## src/rtl/traffic_pkg.sv

```systemverilog
// Shared lamp-bus definitions for the traffic cabinet: lamp encodings, approach
// directions, monitor fault codes and monitor states.
package traffic_pkg;

  localparam logic [2:0] LAMP_RED = 3'b001;
  localparam logic [2:0] LAMP_YEL = 3'b010;
  localparam logic [2:0] LAMP_GRN = 3'b100;

  typedef enum logic [1:0] {
    DIR_N = 2'd0,
    DIR_E = 2'd1,
    DIR_S = 2'd2,
    DIR_W = 2'd3
  } dir_e;

  typedef enum logic [2:0] {
    FC_NONE     = 3'd0,
    FC_INVALID  = 3'd1,
    FC_CONFLICT = 3'd2,
    FC_SEQUENCE = 3'd3,
    FC_SHORT    = 3'd4,
    FC_LONG     = 3'd5,
    FC_STALL    = 3'd6
  } fault_code_e;

  typedef enum logic [1:0] {
    ST_IDLE  = 2'd0,
    ST_RUN   = 2'd1,
    ST_FAULT = 2'd2
  } mon_state_e;

  function automatic logic lamp_valid(input logic [2:0] code);
    return (code == LAMP_RED) || (code == LAMP_YEL) || (code == LAMP_GRN);
  endfunction

  // Legal moves are hold, G->Y, Y->R and R->G; anything else is a sequencing error.
  function automatic logic lamp_step_ok(input logic [2:0] prev, input logic [2:0] cur);
    return (prev == cur) ||
           (prev == LAMP_GRN && cur == LAMP_YEL) ||
           (prev == LAMP_YEL && cur == LAMP_RED) ||
           (prev == LAMP_RED && cur == LAMP_GRN);
  endfunction

  // Lowest set index of a per-approach flag vector; DIR_N when none is set.
  function automatic dir_e first_set(input logic [3:0] v);
    first_set = DIR_N;
    for (int i = 3; i >= 0; i--) begin
      if (v[i]) first_set = dir_e'(2'(i));
    end
  endfunction

endpackage

```

## src/rtl/traffic_lamp_monitor_if.sv

```systemverilog
// Lamp bus from the traffic controller plus the monitor's status/acknowledge
// signals towards the cabinet safety logic.
interface traffic_lamp_monitor_if;

  logic [2:0] north;
  logic [2:0] east;
  logic [2:0] south;
  logic [2:0] west;
  logic       clear;

  logic       armed;
  logic       fault;
  logic       flash_red;
  logic [2:0] fault_code;
  logic [1:0] fault_dir;
  logic [1:0] active_dir;
  logic       active_valid;

  modport master (
    output north, east, south, west, clear,
    input  armed, fault, flash_red, fault_code, fault_dir, active_dir, active_valid
  );

  modport slave (
    input  north, east, south, west, clear,
    output armed, fault, flash_red, fault_code, fault_dir, active_dir, active_valid
  );

endinterface

```

## src/rtl/traffic_lamp_tracker.sv

```systemverilog
// One approach of the lamp monitor: remembers the previous code, how long it has
// been held and whether the unknown-length first phase is still running.
module traffic_lamp_tracker
  import traffic_pkg::*;
#(
  parameter int CNT_W      = 8,
  parameter int MIN_GREEN  = 1,
  parameter int MAX_GREEN  = 16,
  parameter int MIN_YELLOW = 1,
  parameter int MAX_YELLOW = 4
) (
  input  logic       clk,
  input  logic       rst_n,
  input  logic       capture,
  input  logic       track,
  input  logic [2:0] code,
  output logic       invalid,
  output logic       seq_err,
  output logic       short_err,
  output logic       long_err,
  output logic       non_red
);

  localparam logic [CNT_W-1:0] CNT_ONE   = CNT_W'(1);
  localparam logic [CNT_W-1:0] CNT_MAX   = '1;
  localparam logic [CNT_W-1:0] MIN_G_CNT = CNT_W'(MIN_GREEN);
  localparam logic [CNT_W-1:0] MAX_G_CNT = CNT_W'(MAX_GREEN);
  localparam logic [CNT_W-1:0] MIN_Y_CNT = CNT_W'(MIN_YELLOW);
  localparam logic [CNT_W-1:0] MAX_Y_CNT = CNT_W'(MAX_YELLOW);

  logic [2:0]       prev_code;
  logic [CNT_W-1:0] dwell;
  logic [CNT_W-1:0] dwell_next;
  logic             first_phase;
  logic             changed;

  assign changed    = code != prev_code;
  assign dwell_next = changed ? CNT_ONE : ((dwell == CNT_MAX) ? dwell : dwell + CNT_ONE);

  assign invalid = !lamp_valid(code);
  assign seq_err = !lamp_step_ok(prev_code, code);
  assign non_red = code != LAMP_RED;

  // dwell is the held length of prev_code, so the minimum is judged on the
  // phase that is ending; it is meaningless until the first change completes.
  assign short_err = !first_phase &&
                     ((prev_code == LAMP_GRN && code == LAMP_YEL && dwell < MIN_G_CNT) ||
                      (prev_code == LAMP_YEL && code == LAMP_RED && dwell < MIN_Y_CNT));

  assign long_err = (code == LAMP_GRN && dwell_next > MAX_G_CNT) ||
                    (code == LAMP_YEL && dwell_next > MAX_Y_CNT);

  // NOTE: this cabinet's rst_n is active-high despite its name, so the async
  // reset fires on posedge rst_n and the reset branch tests rst_n, not !rst_n.
  always_ff @(posedge clk or posedge rst_n) begin
    if (rst_n) begin
      prev_code   <= LAMP_RED;
      dwell       <= '0;
      first_phase <= 1'b1;
    end else if (capture) begin
      prev_code   <= code;
      dwell       <= '0;
      first_phase <= 1'b1;
    end else if (track) begin
      prev_code <= code;
      dwell     <= dwell_next;
      if (changed) first_phase <= 1'b0;
    end
  end

endmodule

```

## src/rtl/traffic_lamp_monitor.sv

```systemverilog
// Conflict monitor for the four-approach lamp bus: checks validity, right-of-way,
// sequencing and dwell limits, and latches the first fault as a flash-red request.
module traffic_lamp_monitor
  import traffic_pkg::*;
#(
  parameter int CNT_W       = 8,
  parameter int MIN_GREEN   = 1,
  parameter int MAX_GREEN   = 16,
  parameter int MIN_YELLOW  = 1,
  parameter int MAX_YELLOW  = 4,
  parameter int MAX_ALL_RED = 4
) (
  input  logic                   clk,
  input  logic                   rst_n,
  traffic_lamp_monitor_if.slave  bus
);

  localparam logic [CNT_W-1:0] CNT_ONE    = CNT_W'(1);
  localparam logic [CNT_W-1:0] CNT_MAX    = '1;
  localparam logic [CNT_W-1:0] MAX_AR_CNT = CNT_W'(MAX_ALL_RED);

  mon_state_e       state;
  logic             armed;
  logic             fault;
  fault_code_e      fault_code;
  dir_e             fault_dir;
  logic [CNT_W-1:0] all_red_cnt;
  logic [CNT_W-1:0] all_red_next;

  logic [3:0][2:0]  codes;
  logic [3:0]       invalid;
  logic [3:0]       seq_err;
  logic [3:0]       short_err;
  logic [3:0]       long_err;
  logic [3:0]       non_red;
  logic             capture;
  logic             track;
  logic             all_red;
  logic             conflict;
  logic             stall;
  fault_code_e      det_code;
  dir_e             det_dir;

  assign codes   = {bus.west, bus.south, bus.east, bus.north};
  assign capture = state == ST_IDLE;
  assign track   = state == ST_RUN;

  for (genvar i = 0; i < 4; i++) begin : g_trk
    traffic_lamp_tracker #(
      .CNT_W      (CNT_W),
      .MIN_GREEN  (MIN_GREEN),
      .MAX_GREEN  (MAX_GREEN),
      .MIN_YELLOW (MIN_YELLOW),
      .MAX_YELLOW (MAX_YELLOW)
    ) u_trk (
      .clk       (clk),
      .rst_n     (rst_n),
      .capture   (capture),
      .track     (track),
      .code      (codes[i]),
      .invalid   (invalid[i]),
      .seq_err   (seq_err[i]),
      .short_err (short_err[i]),
      .long_err  (long_err[i]),
      .non_red   (non_red[i])
    );
  end

  assign all_red      = non_red == 4'b0000;
  assign all_red_next = !all_red ? '0 :
                        ((all_red_cnt == CNT_MAX) ? all_red_cnt : all_red_cnt + CNT_ONE);
  assign stall        = all_red_next > MAX_AR_CNT;
  assign conflict     = $countones(non_red) > 1;

  // Lowest fault code wins; within a code the lowest approach index wins.
  // NOTE: det_code/det_dir get defaults before the if-chain so that every path
  // assigns them and no latch is inferred.
  always_comb begin
    det_code = FC_NONE;
    det_dir  = DIR_N;
    if (|invalid) begin
      det_code = FC_INVALID;
      det_dir  = first_set(invalid);
    end else if (conflict) begin
      det_code = FC_CONFLICT;
    end else if (|seq_err) begin
      det_code = FC_SEQUENCE;
      det_dir  = first_set(seq_err);
    end else if (|short_err) begin
      det_code = FC_SHORT;
      det_dir  = first_set(short_err);
    end else if (|long_err) begin
      det_code = FC_LONG;
      det_dir  = first_set(long_err);
    end else if (stall) begin
      det_code = FC_STALL;
    end
  end

  // In FAULT the trackers and all-red counter freeze; clear beats any new violation.
  always_ff @(posedge clk or posedge rst_n) begin
    if (rst_n) begin
      state       <= ST_IDLE;
      armed       <= 1'b0;
      fault       <= 1'b0;
      fault_code  <= FC_NONE;
      fault_dir   <= DIR_N;
      all_red_cnt <= '0;
    end else begin
      case (state)
        ST_IDLE: begin
          state       <= ST_RUN;
          armed       <= 1'b1;
          all_red_cnt <= '0;
        end
        ST_RUN: begin
          if (det_code != FC_NONE) begin
            state      <= ST_FAULT;
            armed      <= 1'b0;
            fault      <= 1'b1;
            fault_code <= det_code;
            fault_dir  <= det_dir;
          end else begin
            all_red_cnt <= all_red_next;
          end
        end
        ST_FAULT: begin
          if (bus.clear) begin
            state      <= ST_IDLE;
            fault      <= 1'b0;
            fault_code <= FC_NONE;
            fault_dir  <= DIR_N;
          end
        end
        default: begin
          state <= ST_IDLE;
          armed <= 1'b0;
        end
      endcase
    end
  end

  assign bus.armed        = armed;
  assign bus.fault        = fault;
  assign bus.flash_red    = fault;
  assign bus.fault_code   = fault_code;
  assign bus.fault_dir    = fault_dir;
  assign bus.active_dir   = first_set(non_red);
  assign bus.active_valid = $countones(non_red) == 1;

endmodule

```

## src/flat_wrapper.sv

```systemverilog
// flat-port wrapper written by rule: the top's interface ports become plain ports
module traffic_lamp_monitor_flat import traffic_pkg::*;
#(
  parameter int CNT_W       = 8,
  parameter int MIN_GREEN   = 1,
  parameter int MAX_GREEN   = 16,
  parameter int MIN_YELLOW  = 1,
  parameter int MAX_YELLOW  = 4,
  parameter int MAX_ALL_RED = 4
)
  (clk, rst_n, bus_north, bus_east, bus_south, bus_west, bus_clear, bus_armed, bus_fault, bus_flash_red, bus_fault_code, bus_fault_dir, bus_active_dir, bus_active_valid);
  traffic_lamp_monitor_if bus_i ();
  input  logic clk;
  input  logic rst_n;
  input wire logic [$bits(bus_i.north)-1:0] bus_north;
  input wire logic [$bits(bus_i.east)-1:0] bus_east;
  input wire logic [$bits(bus_i.south)-1:0] bus_south;
  input wire logic [$bits(bus_i.west)-1:0] bus_west;
  input wire logic [$bits(bus_i.clear)-1:0] bus_clear;
  output wire logic [$bits(bus_i.armed)-1:0] bus_armed;
  output wire logic [$bits(bus_i.fault)-1:0] bus_fault;
  output wire logic [$bits(bus_i.flash_red)-1:0] bus_flash_red;
  output wire logic [$bits(bus_i.fault_code)-1:0] bus_fault_code;
  output wire logic [$bits(bus_i.fault_dir)-1:0] bus_fault_dir;
  output wire logic [$bits(bus_i.active_dir)-1:0] bus_active_dir;
  output wire logic [$bits(bus_i.active_valid)-1:0] bus_active_valid;
  assign bus_i.north = bus_north;
  assign bus_i.east = bus_east;
  assign bus_i.south = bus_south;
  assign bus_i.west = bus_west;
  assign bus_i.clear = bus_clear;
  assign bus_armed = bus_i.armed;
  assign bus_fault = bus_i.fault;
  assign bus_flash_red = bus_i.flash_red;
  assign bus_fault_code = bus_i.fault_code;
  assign bus_fault_dir = bus_i.fault_dir;
  assign bus_active_dir = bus_i.active_dir;
  assign bus_active_valid = bus_i.active_valid;
  traffic_lamp_monitor #(.CNT_W(CNT_W), .MIN_GREEN(MIN_GREEN), .MAX_GREEN(MAX_GREEN), .MIN_YELLOW(MIN_YELLOW), .MAX_YELLOW(MAX_YELLOW), .MAX_ALL_RED(MAX_ALL_RED)) u_core (.clk(clk), .rst_n(rst_n), .bus(bus_i));
endmodule
```

## config.mk

```make
export PLATFORM = sky130hd
export DESIGN_NAME = traffic_lamp_monitor_flat
export DESIGN_NICKNAME = d
export VERILOG_FILES = /design/src/rtl/traffic_pkg.sv /design/src/rtl/traffic_lamp_monitor_if.sv /design/src/rtl/traffic_lamp_tracker.sv /design/src/rtl/traffic_lamp_monitor.sv /design/src/flat_wrapper.sv
export SDC_FILE = /design/constraint.sdc
export NUM_CORES = 1
export LEC_CHECK = 0
export CELL_PAD_IN_SITES_DETAIL_PLACEMENT = 0
export CELL_PAD_IN_SITES_GLOBAL_PLACEMENT = 1
export CORE_MARGIN = 5
export CORE_UTILIZATION = 43
export DETAILED_ROUTE_END_ITERATION = 12
export GPL_TIMING_DRIVEN = 0
export HOLD_SLACK_MARGIN = 0.02
export PLACE_DENSITY_LB_ADDON = 0.1
export SLEW_MARGIN = 20
export SYNTH_ARGS = -nofsm -noshare
export SYNTH_HDL_FRONTEND = slang
export SYNTH_HIERARCHICAL = 1
export SYNTH_SLANG_ARGS = --single-unit
```

## constraint.sdc

```tcl
create_clock -name clk -period 2.7 [get_ports clk]
set_input_delay 0.54 -clock clk [delete_from_list [all_inputs] [get_ports clk]]
set_output_delay 0.54 -clock clk [all_outputs]
set_load 0.03 [all_outputs]
```

Yosys cells after proc, flatten, opt, wreduce, memory -nomap -nowiden
Index checks and enable logic that the tools add are counted.
{"block": "word_totals", "register_bits": 65, "n_memories": 0, "out_inout_bits": 11, "ram_bits": 0, "rom_bits": 0, "in_bits": 15, "latchBits": 0, "wordCells": 265}
{"block": "classes", "muxes": 84, "div": 0, "mul": 0, "n_reduce_logical": 93, "n_eq_ne": 47, "addsub": 8, "order_cmp": 14, "shift": 0, "bitwise": 1}
{"cell": "$mux W8", "n": 19}
{"cell": "$mux W2", "n": 28}
{"cell": "$mux W3", "n": 16}
{"cell": "$add A8 B1 Y8 const B", "n": 5}
{"cell": "$eq A8 B8 Y1 const B", "n": 5}
{"cell": "$gt A8 B3 Y1 const B", "n": 5}
{"cell": "$add A32 B32 Y32", "n": 1}
{"cell": "$eq A32 B2 Y1 const B", "n": 1}
{"cell": "$gt A32 B2 Y1 const B", "n": 1}
{"cell": "$gt A8 B5 Y1 const B", "n": 4}
{"cell": "$logic_and A1 B1 Y1", "n": 32}
{"cell": "$lt A8 B1 Y1 const B", "n": 4}
{"cell": "$logic_or A1 B1 Y1", "n": 28}
{"cell": "$eq A3 B1 Y1 const B", "n": 8}
{"cell": "$eq A3 B2 Y1 const B", "n": 8}
{"cell": "$eq A3 B3 Y1 const B", "n": 8}
{"cell": "$pmux W8 S2", "n": 1}
{"cell": "$reduce_or A4 Y1", "n": 4}
{"cell": "$mux W1", "n": 15}
{"cell": "$reduce_and A2 Y1", "n": 7}
{"cell": "$eq A3 B3 Y1", "n": 4}
{"cell": "$logic_not A1 Y1", "n": 12}
{"cell": "$ne A3 B1 Y1 const B", "n": 4}
{"cell": "$ne A3 B3 Y1", "n": 4}
{"cell": "16 further kinds", "n": 23}

Longest topological paths before layout
Gate-level depths: netlist of run 1.
{"block": "logic_depth", "depth_word": 17, "ltp_mapped": 14, "depth_no_buf": 12}

By module
Netlist of run 1, hierarchy kept.
{"module": "traffic_lamp_tracker", "cells_each": 125, "n_inst": 4, "seq_area_each_um2": 302.8, "area_each_um2": 1107.3}
{"module": "traffic_lamp_monitor", "cells_each": 140, "n_inst": 1, "seq_area_each_um2": 425.4, "area_each_um2": 1204.9}

Worst setup path after synthesis of run 1
OpenSTA, ideal clock, no wires.
{"block": "synth_path", "path_type": "input to register", "from": "input bus_north[1]", "to": "register u_core.fault_dir[0] (netlist: u_core/bus.fault_dir[0])", "t_arrival_ps": 3389, "t_required_ps": 2618, "path_buffers": 2, "setup_slack_ps": -771, "path_stages": 13, "setup_ps": 82, "cell_sequence": "buf_4 > or3b_2 > fa_1 > ha_1 > inv_1 > ha_1 > nor3b_1 > nand4_1 > a311oi_2 > a21oi_1 > buf_6 > a31o_1 > a31oi_1"}
{"block": "synth_via", "elab_cells_between_ends": 56, "cone_classes": "2 x add/sub; 4 x order compare; 7 x eq/ne; 19 x mux; 24 x reduce/logical"}
{"element": "start, declared", "line": "flat_wrapper.sv:15", "rtl": "input wire logic [$bits(bus_i.north)-1:0] bus_north;"}
{"element": "$ne A3 B1 Y1 *", "line": "traffic_lamp_tracker.sv:42", "rtl": "assign non_red = code != LAMP_RED;"}
{"element": "via u_core.non_red[0]", "line": "traffic_lamp_monitor.sv:35", "rtl": "logic [3:0] non_red;"}
{"element": "parallel branches: the longest is 12 deep, another holds $add A32 B32 Y32"}
{"element": "end signal, assigned", "line": "traffic_lamp_monitor.sv:122", "rtl": "fault_dir <= det_dir;"}
{"element": "end, declared", "line": "traffic_lamp_monitor.sv:26", "rtl": "dir_e fault_dir;"}
Mark *: on every way through the listed nets, which the timed path passes. The select of a mux whose other input is x is not followed.
A chain may end at the register's enable or synchronous reset.

Worst setup path after layout of run 1
{"block": "layout_path", "from": "register u_core.g_trk[3].u_trk.dwell[1]", "to": "register u_core.fault_dir[0] (netlist: u_core/bus.fault_dir[0])"}
{"block": "layout_via", "elab_chain_len": 17, "elab_cells_between_ends": 39, "cone_classes": "1 x add/sub; 3 x order compare; 2 x eq/ne; 22 x mux; 11 x reduce/logical"}
{"element": "start, declared", "line": "traffic_lamp_tracker.sv:32", "rtl": "logic [CNT_W-1:0] dwell;"}
{"element": "start signal, assigned", "line": "traffic_lamp_tracker.sv:66", "rtl": "dwell <= dwell_next;"}
{"element": "$add A8 B1 Y8 or $eq A8 B8 Y1 (tied branches)", "line": "traffic_lamp_tracker.sv:38", "rtl": "assign dwell_next = changed ? CNT_ONE : ((dwell == CNT_MAX) ? dwell : dwell + CNT_ONE);"}
{"element": "$mux W8 * (2 in a row)", "line": "traffic_lamp_tracker.sv:38"}
{"element": "$gt A8 B5 Y1 or $gt A8 B3 Y1 (tied branches)", "line": "traffic_lamp_tracker.sv:50, traffic_lamp_tracker.sv:51"}
{"element": "$logic_and A1 B1 Y1, on equally long branches", "line": "traffic_lamp_tracker.sv:50, traffic_lamp_tracker.sv:51"}
{"element": "$logic_or A1 B1 Y1 *", "line": "traffic_lamp_tracker.sv:50", "rtl": "assign long_err = (code == LAMP_GRN && dwell_next > MAX_G_CNT) ||"}
{"element": "via u_core.long_err[3]", "line": "traffic_lamp_monitor.sv:34", "rtl": "logic [3:0] long_err;"}
{"element": "$mux W2 (4 in a row)", "line": "traffic_pkg.sv:48", "rtl": "if (v[i]) first_set = dir_e'(2'(i));"}
{"element": "$mux W2", "line": "traffic_lamp_monitor.sv:92", "rtl": "end else if (|long_err) begin"}
{"element": "$mux W2", "line": "traffic_lamp_monitor.sv:89", "rtl": "end else if (|short_err) begin"}
{"element": "$mux W2", "line": "traffic_lamp_monitor.sv:86", "rtl": "end else if (|seq_err) begin"}
{"element": "$mux W2", "line": "traffic_lamp_monitor.sv:84", "rtl": "end else if (conflict) begin"}
{"element": "$mux W2", "line": "traffic_lamp_monitor.sv:81", "rtl": "if (|invalid) begin"}
{"element": "$mux W2", "line": "traffic_lamp_monitor.sv:117", "rtl": "if (det_code != FC_NONE) begin"}
{"element": "$pmux W2 S2", "line": "traffic_lamp_monitor.sv:110", "rtl": "case (state)"}
The timed path passes the listed nets; every way through them passes the cells marked *. The select of a mux whose other input is x is not followed.

==> results.sh, run 1 <==
export IMPL_yosysSeqAreaShare=0.2905
export IMPL_port_buffers=17
export IMPL_cts_sinks=65
export IMPL_status="finished, violations left"
export IMPL_drt_iter0_markers=360
export IMPL_critPathCaptureType="flip-flop"
export IMPL_antenna_left=0
export IMPL_syn_avg_cell_area_um2=8.803
export IMPL_synthTopCellsByCount="dfrtp_1, a21oi_1, nor2_1"
export IMPL_grt_max_degree=18
export IMPL_synth_seq_cells=65
export IMPL_rsz0062_at_grt="true"
export IMPL_p_leak_uw=0.002858
export IMPL_synth_most_common_cell="dfrtp_1"
export IMPL_die_width_um=124.5
export IMPL_dr_pass1_iters=5
export IMPL_place_area_um2=6072
export IMPL_fin_cells=888
export IMPL_finalSetupTns_ns=-6.044
export IMPL_die_h_um=124.5
export IMPL_fin_hold_ws_ns=0.4640
export IMPL_tightest_slew_ns=0.7573
export IMPL_clkLatencyLatePin_ns=0.34
export IMPL_top_usage_layer="met2"
export IMPL_ys_warn_count=6
export IMPL_stdcell_area_um2=7059
export IMPL_timing_hold_violations_final=0
export IMPL_track_usage=0.1966
export IMPL_max_freq_ghz=0.3208
export IMPL_synth_nets=669
export IMPL_clockPowerShare=0.225
export IMPL_wirelength_mm=15.20
export IMPL_failed_checks="negative setup slack"
export IMPL_grt_use_met3=0.03259
export IMPL_synth_top_area_frac=0.2532
export IMPL_final_nets=740
export IMPL_min_period_ns=3.117
export IMPL_h_tree_depth=3
export IMPL_ctsRootBufferMaster="clkbuf_16"
export IMPL_initial_utilization=0.4429
export IMPL_synthTopCellsByArea="dfrtp_1, buf_6, a211oi_1"
export IMPL_combPwrFrac=0.482
export IMPL_yosys_area_top_type="dfrtp_1"
export IMPL_grt_pass1_wl_mm=25.58
export IMPL_drcViolationCount=0
export IMPL_p_sw_frac=0.4219
export IMPL_slew_headroom=0.4933
export IMPL_grt_pass1_vias=5079
export IMPL_cp_data_required_time_ns=2.96
export IMPL_use_met1=0.2650
export IMPL_via_per_inst=5.771
export IMPL_power_density_nw_per_um2=699.0
export IMPL_die_area_um2=15490
export IMPL_clock_skew_ns=0.009044
export IMPL_clockBufferDepth=2
export IMPL_vdd_drop_max_mv=0.5470
export IMPL_crit_type="flip-flop to flip-flop"
export IMPL_ys_types=65
export IMPL_place_inst=829
export IMPL_internal_power_uw=2852
export IMPL_n_fill_cell=1191
export IMPL_wire_per_inst_um=17.12
export IMPL_met2_usage=0.3241
export IMPL_hp_class="input port to flip-flop"
export IMPL_netlist_area_um2=5634
export IMPL_cap_viol_max_count=0
export IMPL_grt_ovfl_total=0
export IMPL_p_sw_uw=2082
export IMPL_ios=26
export IMPL_antenna_found_initial=0
export IMPL_cts_hold_buf=0
export IMPL_cts_buffers=9
export IMPL_clkSlewWorstSetupHoldPaths_ns=0.06
export IMPL_drive_gt1_frac=0.3534
export IMPL_worstPathArrival_ns=3.38
export IMPL_gp_congestion=0.8197
export IMPL_cts_tree="built"
export IMPL_syn_to_final_growth_pct=25.29
export IMPL_async_reset_ff_frac=1.000
export IMPL_core_area_um2=12720
export IMPL_crit_fanout=7
export IMPL_fin_ws_ns=-0.4172
export IMPL_setup_viol=17
export IMPL_final_period_utilization=1.155
export IMPL_synthCells=640
export IMPL_crit_path_start_kind="flip-flop"
export IMPL_ff_latch_area_um2=1642
export IMPL_finalMaxSlewViolations=0
export IMPL_synth_edf_count=0
export IMPL_rows=41
export IMPL_sequentialPowerShare=0.293
export IMPL_dominantRegCellSynth="dfrtp_1"
export IMPL_dp_hpwl_mm=10.13
export IMPL_vias=5125
export IMPL_multi_input_area_um2=3765
export IMPL_antenna_cells=0
export IMPL_place_ws_ns=-1.375
==> layout make-up <==
cell class | count | area share
clock buffers | 10 | 0.03385
clock inverters | 6 | 0.006026
inverters | 29 | 0.01631
plain buffers | 56 | 0.06930
well taps | 172 | 0.03049
flip-flops and latches | 65 | 0.2325
repair buffers | 64 | 0.07816
multi-input cells | 486 | 0.5333
==> power by group through the flow <==
stage / clock network, uW / logic [uW] / registers (uW)
2_1_floorplan: 0 / 1490 / 1450
3_3_place_gp: 0 / 2030 / 1440
3_5_place_dp: 0 / 2080 / 1440
4_1_cts: 1150 / 2290 / 1440
5_1_grt: 1190 / 2590 / 1480
6_report: 1110 / 2380 / 1450
==> state kept, by name, indices dropped and copies added, names as in the netlist <==
name and cells:
u_core/bus.armed 1, u_core/bus.fault_dir 2, u_core/g_trk.u_trk/dwell 32, u_core/state 2, u_core/g_trk.u_trk/first_phase 4, u_core/bus.fault_code 3, u_core/bus.fault 1, u_core/all_red_cnt 8
u_core/g_trk.u_trk/prev_code 12
==> metal layers <==
layer	routed length (um)	share of wire
met5	0	0
met4	129	0.0085
met3	335	0.022
met2	7280	0.48
met1	7458	0.49
==> stage by stage <==
step	util	power [uW]
6_report	0.5549	4934
5_1_grt	0.5549	5267
4_1_cts	0.5445	4885
3_5_place_dp	0.4773	3524
3_3_place_gp	0.4773	3469
2_1_floorplan	-	2942
==> cell usage in the layout, fill, tap and decap left out, drive strengths merged, types with 5 or more instances in the layout <==
cell	n
and3	17
and2	10
nand3	20
nor4	7
clkbuf	23
xor2	12
nor3	15
and4	13
nor2	51
and4bb	12
a311oi	10
o21bai	9
xnor2	5
nand2	49
clkdlybuf4s50	10
a21o	7
nand2b	12
a21oi	57
inv	29
a31oi	14
nor4bb	12
nand4	7
or3	5
dfrtp	57
a211oi	39
buf	96
mux2	12
dfstp	8
o21ai	26
ha	13
o31ai	7
==> worst max-delay path: stages (launching register included) <==
cell and delay, ns:
dfrtp_1 0.40, buf_4 0.14, and4_4 0.25, and2_2 0.20, a311oi_1 0.10, a311oi_1 0.26, o211ai_1 0.19, buf_4 0.18
buf_4 0.13, nor4_4 0.17, nand2_2 0.12, a311oi_2 0.30, a21oi_2 0.10, buf_6 0.15, a31o_1 0.19, a31oi_1 0.14
==> repair_timing <==
action | 4_1_cts | 5_1_grt
gates resized for setup | 93 | 25
pin swaps | 46 | 25
setup buffers | 42 | 5
endpoints found under the setup margin | 20 | 19
==> kinds of logic (layout without fill, tap and decap cells) <==
family | Yosys count | in the layout | synth area share
buffers and inverters | 89 | 165 | 0.1084
adders and majority gates | 14 | 14 | 0.03242
DFF | 65 | 65 | 0.2905
xor gates and xnor gates | 17 | 17 | 0.02643
AOI/OAI and AO/OA | 195 | 195 | 0.2361
and+or+nand+nor | 248 | 248 | 0.2823
muxes | 12 | 12 | 0.02398
==> worst paths after layout <==
path / startpoint / end / slack (ns) / cells after the start
setup reg to reg: u_core/g_trk[3].u_trk/dwell[1]$_DFFE_PP0P_ / u_core/bus.fault_dir[0]$_DFFE_PP0P_ / -0.42 / 15
hold / removal: bus_west[2] / u_core/g_trk[3].u_trk/prev_code[2]$_DFFE_PP0P_ / 0.46 / 2
hold reg to reg: u_core/g_trk[3].u_trk/first_phase$_DFFE_PP1P_ / u_core/g_trk[3].u_trk/first_phase$_DFFE_PP1P_ / 0.49 / 2
min in group asynchronous: rst_n / u_core/g_trk[0].u_trk/dwell[6]$_DFFE_PP0P_ / 0.74 / 2
max in group asynchronous: rst_n / u_core/bus.fault_dir[1]$_DFFE_PP0P_ / 1.45 / 2
setup / recovery: u_core/g_trk[3].u_trk/dwell[1]$_DFFE_PP0P_ / u_core/bus.fault_dir[0]$_DFFE_PP0P_ / -0.42 / 15
(Power assumes the default switching activity.)
==> inputs of run 2 (changes only) <==
Settings changed: TNS_END_PERCENT from default to 30.
==> run 2 against run 1 <==
Critical path type unchanged. The run still ends with negative setup slack left. Via count up 1.2%. Global-route usage down 0.091 points. Fmax up 2.0%. Clock-buffer cell count up 5. Register-to-register slack better by 0.06 ns. Sequential power about the same. Die area unchanged. Clock power about the same.
==> results.sh, run 2 (synthesis results as in run 1) <==
export IMPL_status="finished, violations left"
export IMPL_failed_checks="negative setup slack"
export IMPL_max_freq_ghz=0.3272
export IMPL_grt_max_degree=18
export IMPL_reg2reg_from="u_core/g_trk[3].u_trk/dwell[5]$_DFFE_PP0P_"
export IMPL_place_inst=829
export IMPL_clkLatencyLatePin_ns=0.34
export IMPL_crit_fanout=10
export IMPL_top_layer="met4"
export IMPL_post_route_util=0.5589
export IMPL_slew_headroom=0.4746
export IMPL_crit_type="flip-flop to flip-flop"
export IMPL_wl_met2_mm=7.188
export IMPL_drt_iter0_markers=329
export IMPL_largest_reg_flops=32
export IMPL_largest_register="u_core/g_trk.u_trk/dwell"
export IMPL_combPwrFrac=0.480
export IMPL_die_h_um=124.5
export IMPL_internal_power_uw=2924
export IMPL_finalMaxSlewViolations=0
export IMPL_antenna_found_initial=0
export IMPL_clkSlewWorstSetupHoldPaths_ns=0.06
export IMPL_fin_cells=888
export IMPL_min_period_ns=3.056
export IMPL_cap_viol_max_count=0
export IMPL_place_area_um2=6068
export IMPL_timing_hold_violations_final=0
export IMPL_grt_pass1_wl_mm=25.09
export IMPL_syn_to_final_growth_pct=26.20
export IMPL_ios=26
export IMPL_critPathCaptureType="flip-flop"
export IMPL_p_sw_frac=0.4094
export IMPL_core_area_um2=12720
export IMPL_final_nets=741
export IMPL_ctsRootBufferMaster="clkbuf_16"
export IMPL_vdd_drop_max_mv=0.4579
export IMPL_worstPathArrival_ns=3.30
export IMPL_final_period_utilization=1.132
export IMPL_drive_gt1_frac=0.3645
export IMPL_final_common_cell="buf_4"
export IMPL_rr_endpoint="u_core/bus.fault_dir[1]$_DFFE_PP0P_"
export IMPL_clockBufferDepth=2
export IMPL_hold_end="u_core/g_trk[1].u_trk/prev_code[2]$_DFFE_PP0P_"
export IMPL_cts_buffers=9
export IMPL_die_area_um2=15490
export IMPL_power_density_nw_per_um2=696.3
export IMPL_crit_path_start_kind="flip-flop"
export IMPL_antenna_left=0
export IMPL_drcViolationCount=0
export IMPL_tightest_slew_ns=0.7851
export IMPL_p_leak_uw=0.002828
export IMPL_reg2reg_slack_ns=-0.36
export IMPL_dr_wl_met3_um=464
export IMPL_cts_sinks=65
export IMPL_gp_congestion=0.8674
export IMPL_sequentialPowerShare=0.296
export IMPL_hold_path_depth=2
export IMPL_wl_met1_mm=7.247
export IMPL_via_per_inst=5.839
export IMPL_final_cell_mix="buf_4, dfrtp_1, nor2_1, a21oi_1, nand2_1"
export IMPL_cts_tree="built"
export IMPL_grt_ovfl_total=0
export IMPL_reg_largest_list="u_core/g_trk.u_trk/dwell: 32 flops, u_core/g_trk.u_trk/prev_code: 12 flops, u_core/all_red_cnt: 8 flops"
export IMPL_antenna_cells=0
export IMPL_cts_hold_buf=0
export IMPL_vias=5185
export IMPL_h_tree_depth=3
export IMPL_dr_pass1_iters=5
export IMPL_fin_ws_ns=-0.3564
export IMPL_setup_viol=17
export IMPL_rsz0062_at_grt="true"
export IMPL_min_from="bus_east[2]"
export IMPL_wire_per_inst_um=17.02
export IMPL_cp_data_required_time_ns=2.94
export IMPL_port_buffers=17
export IMPL_hp_class="input port to flip-flop"
export IMPL_clockPowerShare=0.225
export IMPL_rows=41
export IMPL_dp_hpwl_mm=10.20
export IMPL_grt_pass1_vias=4956
export IMPL_clock_skew_ns=0.009415
export IMPL_initial_utilization=0.4429
export IMPL_p_sw_uw=2027
export IMPL_wirelength_mm=15.12
export IMPL_stdcell_area_um2=7111
export IMPL_ff2ff_path_depth=14
export IMPL_track_usage=0.1957
export IMPL_die_width_um=124.5
export IMPL_place_ws_ns=-1.367
[run 2: final cells by class]
type                    instances  area (um^2)
plain buffers                  54        469.2
clock buffers                  15        277.8
fillers                      1181         5612
inverters                      29        108.9
multi-input cells             486         3825
flip-flops and latches         65         1648
well taps                     172        215.2
repair buffers                 67        566.8
[run 2: repair_timing]
action                     in CTS  in global routing
gates cloned                    1                  0
resized for setup              77                 54
setup buffers                  28                 21
pin swaps                      46                 32
setup endpoints to repair      20                 19
[run 2: worst max path at each step]
stage | from | endpoint | cells after the start
global route | u_core/g_trk[0].u_trk/dwell[1]$_DFFE_PP0P_ | u_core/bus.fault_dir[0]$_DFFE_PP0P_ | 14
finish | u_core/g_trk[3].u_trk/dwell[5]$_DFFE_PP0P_ | u_core/bus.fault_dir[1]$_DFFE_PP0P_ | 14
floorplan | bus_west[2] | u_core/bus.fault_dir[0]$_DFFE_PP0P_ | 13
detailed placement | bus_west[1] | bus_active_valid | 8
global placement | bus_west[1] | bus_active_valid | 8
CTS | u_core/g_trk[2].u_trk/dwell[5]$_DFFE_PP0P_ | u_core/bus.fault_dir[1]$_DFFE_PP0P_ | 13
[run 2: critical path, stage by stage (launching register included)]
cell      delay (ns)
dfrtp_1         0.37
buf_6           0.14
and3_1          0.17
buf_6           0.14
and4_4          0.18
o21ai_2         0.16
a21oi_1         0.09
o211ai_1        0.25
buf_4           0.16
nor2_1          0.04
o31a_1          0.30
o31ai_2         0.23
a211oi_2        0.11
or3_4           0.38
a311oi_2        0.24
[run 2: metal layers]
layer / GRT usage / vias up
li1: - / 2523
met1: 0.2690 / 2556
met2: 0.3168 / 90
met3: 0.03045 / 16
met4: 0.05996 / 0
met5: 0 / -
[run 2: power by group through the flow]
stage	Combinational (uW)	Clock, uW	Sequential, uW
finish	2370	1110	1460
global route	2580	1190	1500
CTS	2240	1150	1420
detailed placement	2070	0	1440
global placement	2030	0	1430
floorplan	1490	0	1450
[run 2: through the flow]
stage               hold slack, ns  power [uW]  setup TNS (ns)
detailed placement          0.4798        3510          -21.08
global placement            0.4757        3460          -20.22
floorplan                   0.4033        2942          -5.948
CTS                         0.4760        4801          -4.670
finish                      0.4863        4951          -4.286
global route                0.4952        5279          -6.809
==> inputs of run 3 (changes only) <==
Settings changed: PLACE_DENSITY from default to 0.89, PLACE_DENSITY_LB_ADDON 0.1 to default.
Clock period 2.7 ns to 2.5 ns, I/O delays scaled along.
==> run 3 against run 2 <==
The flow still finishes with violations (negative setup slack). Total power rose by 7.5%. Sequential cell count is the same. Wire length decreased by 1.0%. Sequential power rose by 6%. Final cell count up 0.56%. Sequential share of layout area rose by 0.096 points. Largest cell class unchanged. Highest routed layer unchanged.
==> results.sh, run 3 (synthesis results as in run 1) <==
export IMPL_status="finished, violations left"
export IMPL_failed_checks="negative setup slack"
export IMPL_hp_class="input port to flip-flop"
export IMPL_track_usage=0.1887
export IMPL_power_density_nw_per_um2=754.4
export IMPL_cp_data_required_time_ns=2.74
export IMPL_antenna_left=0
export IMPL_timing_hold_violations_final=0
export IMPL_grt_pass1_vias=5032
export IMPL_crit_path_start_kind="flip-flop"
export IMPL_drcViolationCount=0
export IMPL_cap_viol_max_count=0
export IMPL_die_area_um2=15490
export IMPL_die_width_um=124.5
export IMPL_reg_largest_list="u_core/g_trk.u_trk/dwell: 32 flops, u_core/g_trk.u_trk/prev_code: 12 flops, u_core/all_red_cnt: 8 flops"
export IMPL_grt_ovfl_total=0
export IMPL_die_h_um=124.5
export IMPL_clock_skew_ns=0.007144
export IMPL_wire_per_inst_um=16.76
export IMPL_initial_utilization=0.4429
export IMPL_wirelength_mm=14.97
export IMPL_drt_iter0_markers=332
export IMPL_final_nets=745
export IMPL_largest_reg_flops=32
export IMPL_syn_to_final_growth_pct=25.21
export IMPL_port_buffers=17
export IMPL_max_freq_ghz=0.3228
export IMPL_rsz0062_at_grt="true"
export IMPL_rows=41
export IMPL_grt_max_degree=18
export IMPL_finalSetupTns_ns=-8.736
export IMPL_grt_pass1_wl_mm=24.48
export IMPL_clkSlewWorstSetupHoldPaths_ns=0.05
export IMPL_n_fill_cell=1163
export IMPL_fin_cells=893
export IMPL_dr_pass1_iters=5
export IMPL_vdd_drop_max_mv=0.5660
export IMPL_ios=26
export IMPL_h_tree_depth=3
export IMPL_largest_register="u_core/g_trk.u_trk/dwell"
export IMPL_drive_gt1_frac=0.3578
export IMPL_p_leak_uw=0.002857
export IMPL_final_common_cell="buf_4"
export IMPL_place_inst=829
export IMPL_final_cell_mix="buf_4, dfrtp_1, a21oi_1"
export IMPL_gp_congestion=0.9125
export IMPL_worstPathArrival_ns=3.34
export IMPL_crit_fanout=5
export IMPL_post_route_util=0.5545
export IMPL_setup_viol=18
export IMPL_cts_tree="built"
export IMPL_fin_ws_ns=-0.5981
export IMPL_tightest_slew_ns=0.8152
export IMPL_clkLatencyLatePin_ns=0.34
export IMPL_cts_buffers=9
export IMPL_critPathCaptureType="flip-flop"
export IMPL_slew_headroom=0.4546
export IMPL_antenna_cells=0
export IMPL_via_per_inst=5.916
export IMPL_finalMaxSlewViolations=0
export IMPL_cts_sinks=65
export IMPL_dp_hpwl_mm=9.998
export IMPL_min_period_ns=3.098
export IMPL_final_period_utilization=1.239
export IMPL_ctsRootBufferMaster="clkbuf_16"
export IMPL_crit_type="flip-flop to flip-flop"
export IMPL_vias=5283
export IMPL_clockBufferDepth=2
export IMPL_core_area_um2=12720
export IMPL_antenna_found_initial=0
-- run 3: cell count changes in the layout (fill, tap and decap cells not counted), moves of 4 or more --
cell and change:
a311oi_1 +4, a311oi_2 -4, buf_4 +6, dfrtp_1 +5
dfrtp_2 -5
-- run 3: per-stage QoR --
step	worst slack [ns]	instance area, um^2	hold WS, ns	total power [uW]
after floorplan	-0.6126	5677	0.3633	3172
after global placement	-1.441	6062	0.4742	3661
after detailed placement	-1.441	6062	0.4768	3761
after CTS	-0.5724	6819	0.4340	5223
after global routing	-0.7299	7054	0.4528	5642
final	-0.5981	7054	0.4472	5322
-- run 3: path summary, 6_finish.rpt --
check	from	endpoint	slack, ns	depth (start not counted)
max	u_core/g_trk[3].u_trk/dwell[5]$_DFFE_PP0P_	u_core/bus.fault_dir[1]$_DFFE_PP0P_	-0.60	13
min	bus_east[0]	u_core/g_trk[1].u_trk/prev_code[0]$_DFFE_PP1P_	0.45	2
max reg2reg	u_core/g_trk[3].u_trk/dwell[5]$_DFFE_PP0P_	u_core/bus.fault_dir[1]$_DFFE_PP0P_	-0.60	13
min reg2reg	u_core/g_trk[2].u_trk/first_phase$_DFFE_PP1P_	u_core/g_trk[2].u_trk/first_phase$_DFFE_PP1P_	0.49	2
max in group asynchronous	rst_n	u_core/bus.fault_dir[0]$_DFFE_PP0P_	1.29	2
min in group asynchronous	rst_n	u_core/g_trk[2].u_trk/dwell[7]$_DFFE_PP0P_	0.71	2
-- run 3: cell type report --
type / instances / area, um^2 / share of cell area
plain buffers: 55 / 474.2 / 0.06722
clock buffers: 11 / 232.7 / 0.03299
clock inverters: 5 / 56.30 / 0.007982
inverters: 29 / 123.9 / 0.01756
multi-input cells: 486 / 3742 / 0.5305
flip-flops and latches: 65 / 1642 / 0.2327
well taps: 172 / 215.2 / 0.03051
repair buffers: 70 / 568.0 / 0.08052
-- run 3: worst max-delay path, stage by stage, from the launching register on --
cell and delay [ns]:
dfrtp_1 0.37, buf_6 0.11, and3_4 0.17, buf_6 0.13
and4_4 0.18, o21ai_2 0.14, a21oi_1 0.09, o211ai_1 0.40
nor2_1 0.12, o31a_1 0.32, o31ai_1 0.21, a211oi_1 0.11
or3_1 0.36, a311oi_1 0.29
-- run 3: layer usage --
layer	global-route usage	vias up	share of wire
met5	0	-	0
met4	0.07801	0	0.024
met3	0.03002	29	0.044
met2	0.3098	164	0.49
met1	0.2469	2568	0.44
li1	-	2522	-
-- run 3: power breakdown --
group	switching, uW	total (uW)	internal [uW]	leakage (uW)
Combinational	1480	2530	1050	0.00188
Sequential	228	1550	1320	0.000837
Clock	466	1240	769	0.000139
-- run 3: timing repair --
item | 4_1_cts | 5_1_grt
setup buffers | 34 | 16
cloned | 2 | 1
pin swaps | 49 | 27
resized for setup | 88 | 36
hold buffers | 0 | 0
setup endpoints to repair | 20 | 20
